[src/rtl/hms_timekeeper.sv]
// Packed-BCD hh:mm:ss timekeeper with a two-button (mode/inc) set FSM.
// Optional macro HOUR12_EN selects a 12-hour display with a PM flag; undefined gives 24-hour time.
module hms_timekeeper #(
    parameter int unsigned CLEAR_SEC_ON_SET = 1
) (
    input  logic       clk,
    input  logic       rst_n,
    input  logic       sec_tick,
    input  logic       btn_mode,
    input  logic       btn_inc,
    output logic [7:0] sec_bcd,
    output logic [7:0] min_bcd,
    output logic [7:0] hr_bcd,
    output logic [1:0] mode,
    output logic       min_carry,
    output logic       pm
);

    typedef enum logic [1:0] {
        RUN     = 2'b00,
        SET_HR  = 2'b01,
        SET_MIN = 2'b10
    } state_e;

`ifdef HOUR12_EN
    localparam logic [7:0] HR_RESET = 8'h12;
`else
    localparam logic [7:0] HR_RESET = 8'h00;
`endif

    state_e     state_q, state_d;
    logic [7:0] sec_q, sec_d;
    logic [7:0] min_q, min_d;
    logic [7:0] hr_q, hr_d;
    logic       carry_q, carry_d;
    logic [2:0] mode_sync_q, inc_sync_q;
    logic       mode_press, inc_press;
    logic       hr_step;

    function automatic logic [7:0] bcd_inc(input logic [7:0] v);
        if (v[3:0] == 4'd9) return {v[7:4] + 4'd1, 4'd0};
        else                return {v[7:4], v[3:0] + 4'd1};
    endfunction

    // [0]=s1, [1]=s2, [2]=s3; a press is the rising edge seen between s2 and s3
    assign mode_press = mode_sync_q[1] & ~mode_sync_q[2];
    assign inc_press  = inc_sync_q[1]  & ~inc_sync_q[2];

    always_ff @(posedge clk or negedge rst_n) begin
        if (!rst_n) begin
            mode_sync_q <= '0;
            inc_sync_q  <= '0;
            state_q     <= RUN;
            sec_q       <= '0;
            min_q       <= '0;
            hr_q        <= HR_RESET;
            carry_q     <= 1'b0;
        end else begin
            mode_sync_q <= {mode_sync_q[1:0], btn_mode};
            inc_sync_q  <= {inc_sync_q[1:0], btn_inc};
            state_q     <= state_d;
            sec_q       <= sec_d;
            min_q       <= min_d;
            hr_q        <= hr_d;
            carry_q     <= carry_d;
        end
    end

`ifdef HOUR12_EN
    logic pm_q, pm_d;

    always_ff @(posedge clk or negedge rst_n) begin
        if (!rst_n) pm_q <= 1'b0;
        else        pm_q <= pm_d;
    end

    assign pm = pm_q;
`else
    assign pm = 1'b0;
`endif

    always_comb begin
        state_d = state_q;
        sec_d   = sec_q;
        min_d   = min_q;
        hr_d    = hr_q;
        carry_d = 1'b0;
        hr_step = 1'b0;
`ifdef HOUR12_EN
        pm_d    = pm_q;
`endif

        unique case (state_q)
            RUN: begin
                if (sec_tick) begin
                    if (sec_q == 8'h59) begin
                        sec_d   = '0;
                        carry_d = 1'b1;
                        if (min_q == 8'h59) begin
                            min_d   = '0;
                            hr_step = 1'b1;
                        end else begin
                            min_d = bcd_inc(min_q);
                        end
                    end else begin
                        sec_d = bcd_inc(sec_q);
                    end
                end
                if (mode_press) state_d = SET_HR;
            end
            SET_HR: begin
                if (inc_press)  hr_step = 1'b1;
                if (mode_press) state_d = SET_MIN;
            end
            SET_MIN: begin
                if (inc_press) min_d = (min_q == 8'h59) ? '0 : bcd_inc(min_q);
                // Leaving SET_MIN: any tick on this edge is dropped, not applied
                if (mode_press) begin
                    state_d = RUN;
                    if (CLEAR_SEC_ON_SET != 0) sec_d = '0;
                end
            end
            default: state_d = RUN;
        endcase

        // Shared by RUN rollover and SET_HR increment so both wrap and flip PM identically
        if (hr_step) begin
`ifdef HOUR12_EN
            if (hr_q == 8'h12) begin
                hr_d = 8'h01;
            end else begin
                hr_d = bcd_inc(hr_q);
                if (hr_q == 8'h11) pm_d = ~pm_q;
            end
`else
            hr_d = (hr_q == 8'h23) ? '0 : bcd_inc(hr_q);
`endif
        end
    end

    assign sec_bcd   = sec_q;
    assign min_bcd   = min_q;
    assign hr_bcd    = hr_q;
    assign mode      = state_q;
    assign min_carry = carry_q;

endmodule

[config.mk]
export PLATFORM = sky130hd
export DESIGN_NAME = hms_timekeeper
export DESIGN_NICKNAME = d
export VERILOG_FILES = /design/src/rtl/hms_timekeeper.sv
export SDC_FILE = /design/constraint.sdc
export NUM_CORES = 1
export LEC_CHECK = 0
export ABC_AREA = 1
export CORE_UTILIZATION = 39
export DETAILED_ROUTE_END_ITERATION = 12
export PLACE_DENSITY = 0.7
export RECOVER_POWER = 25
export SKIP_CTS_REPAIR_TIMING = 1
export SLEW_MARGIN = 20
export SYNTH_ARGS = -nofsm -noshare
export SYNTH_HDL_FRONTEND = slang
export SYNTH_SLANG_ARGS = --single-unit
[constraint.sdc]
create_clock -name clk -period 3.2 [get_ports clk]
set_input_delay 0.32 -clock clk [delete_from_list [all_inputs] [get_ports clk]]
set_output_delay 0.32 -clock clk [all_outputs]
set_load 0.01 [all_outputs]
==> reports/metrics.csv <==
metric;value;unit
pre-CTS worst setup slack;1.59;ns
Via density;4.76;
average size of a mapped cell;8.51;um^2
family with the most delay on the worst path;buffers and inverters;
hold wc startpoint;inc_sync_q[0];
vias in the first global route;1402;
initial drt markers;48;
CP required;3.27;ns
Synth-to-Final Area Change;24.7;%
All-Layer GR Usage;15.4;%
Hold Vio Cnt, Final;0;
status;complete, but fails checks;
min cycle time layout;2.00;ns
fin area;2310;um^2
I/O pin cnt;33;
fin. max-slew vios;34;
drt drc;0;
power density over the cells;708;nW/um^2
filler cell count;413;
top post-synthesis cells by area;dfrtp_1 45%, nand2_1 9.7%, ha_1 8.1%, nand3_1 6.5%, inv_1 4.9%;
Cell Area, Synth;1850;um^2
Slew @ Worst Pin;1.71;ns
CP Max Fanout;33;
Post-DP Area;2230;um^2
Max Clock Freq;501;MHz
Rel. slew slack;-13.7;%
Port Buf Inserts;31;
die span in y;71.0;um
period utilisation layout;62.4;%
final WL;3320;um
number of synthesized register bits;33;
# setup viols final;0;
Design Power;1.64;mW
crit path buf inv count;2;
IR drop worst, VDD;0.323;mV
GP Congestion;0.738;
Hold Path Class;reg -> reg;
wire per inst;10.7;um
reg2reg start;min_bcd[1];
static leakage;1.19;nW
CTS tree;yes;
H-Tree Depth;2;
remaining global-route overflow;0;
Clock Path Buffers;2;
DIE AREA;5030;um^2
critical path, cell by cell;dlygate4sd3_1 > clkbuf_1;
Post-synth top flop;dfrtp_1;
Nets;273;
failing checks;capacitance limit, slew limit;
CP startpoint kind;input port;
register area;826;um^2
setup TNS after final layout;0;ns
RSZ-0062 raised after global routing;false;
pin count of the biggest net entering global routing;34;
final core occ;51.7;%
CP arrival;2.07;ns
top-area cell type share of the netlist area;44.5;%
worst setup path start;rst_n;
initial core utilization;41.4;%
Slowest-stage cell, CP;clkbuf_1;
Post-Syn Nets;235;
FFs w/ async S/R, synth;100;%
Crit path largest cell delay;1.23;ns
cell taking the most area after synthesis;dfrtp_1;
commonest non-fill, non-tap cells in the layout;48 x nand2_1, 33 x dfrtp_1, 28 x clkdlybuf4s50_1;
maxcap violations;1;
Seq/Total Area, Yosys;44.5;%
Clock Tree Root;clkbuf_8;
commonest non-fill, non-tap cell in the layout;nand2_1;
worst skew pair latency;0.28;ns
ratio of cells with drive above 1 in the final layout;11.7;%
Final ANT Viol Nets;0;
CORE AREA;4470;um^2
drt pass-1 iters;6;
Synthesis Warnings;0;
via count;1470;
Chip Width;71.0;um
first-pass GRT wire length;6000;um
Inserted Clock Buffers;5;
Std-Cell Rows;24;
Netlist cell types;28;
clock sinks;33;
CTS clk-pin slew, worst paths;0.07;ns
Worst setup EP type;asynchronous set/reset pin;
EDFF count, synth;0;
Clock Skew;0.00582;ns
area occupied by multi-input gates;908;um^2
kind of critical path;in -> async;
worst setup margin;1.20;ns
Detail Placement HPWL;2490;um
ANT cells;0;
Synth Instances;218;
initial antenna violation count;0;
final cells by class:
cell class | count | area share [%]
Sequential cell | 33 | 35.7
Inverter | 30 | 4.87
Timing Repair Buffer | 32 | 13.6
Multi-Input combinational cell | 154 | 39.3
Clock inverter | 3 | 0.758
Tap cell | 52 | 2.81
Clock buffer | 5 | 2.98
through the flow:
step,cells,hold WS (ns)
floorplan,218,0.0244
global placement,301,0.333
detailed placement,301,0.337
CTS,309,0.351
global route,309,0.357
finish,309,0.352
worst reg2reg max path: cells and delay by family, from the launching register on:
kind | cells | cell delay [ns]
and+or+nand+nor | 4 | 0.56
DFF | 1 | 0.42
buffers and inverters | 3 | 0.20
AOI/OAI and AO/OA | 1 | 0.16
adders and majority gates | 1 | 0.14
report_power, final:
part           internal, mW  total (mW)  switching [mW]
combinational         0.331       0.664           0.333
clock                 0.150       0.303           0.153
sequential            0.522       0.670           0.149
metal layers:
| layer | vias to the layer above | global-route usage, % | routed length, um |
|---|---|---|---|
| met5 | - | 0 | 0 |
| met1 | 668 | 19.6 | 1550 |
| met3 | 6 | 3.99 | 136 |
| met4 | 0 | 7.11 | 64 |
| li1 | 769 | - | - |
| met2 | 27 | 24.6 | 1570 |
flip-flops by register name (all words and copies together), names as in the netlist:
name,count
hr_bcd,8
min_bcd,8
sec_bcd,8
inc_sync_q,3
mode_sync_q,3
mode,2
min_carry,1
cells in the mapped netlist (3+ instances only):
master / n
nand2_1: 48
dfrtp_1: 33
inv_1: 24
nand3_1: 24
nor2_1: 18
ha_1: 12
o21ai_1: 11
xor2_1: 6
inv_2: 5
nand2_2: 5
nand4_1: 4
nor2_4: 4
a21oi_1: 3
nand2_4: 3
path summary, 6_finish.rpt:
kind	end	slack (ns)	cells past startpoint
worst max-delay path	mode_sync_q[0]	1.20	2
worst min-delay path	inc_sync_q[1]	0.35	0
worst max register to register	min_bcd[4]	1.61	9
worst min register to register	inc_sync_q[1]	0.35	0
max in group clk	sec_bcd[6]	1.54	1
min in group asynchronous	sec_bcd[3]	1.01	2
cells by family after synthesis:
| logic type | Yosys count | synth area share (%) |
|---|---|---|
| adders and majority gates | 12 | 8.10 |
| DFF | 33 | 44.5 |
| and+or+nand+nor | 113 | 30.9 |
| xor gates and xnor gates | 7 | 3.31 |
| buffers and inverters | 31 | 6.48 |
| muxes | 2 | 1.08 |
| AOI/OAI and AO/OA | 19 | 5.40 |
| other | 1 | 0.202 |
Power figures use the tool's default switching activity.
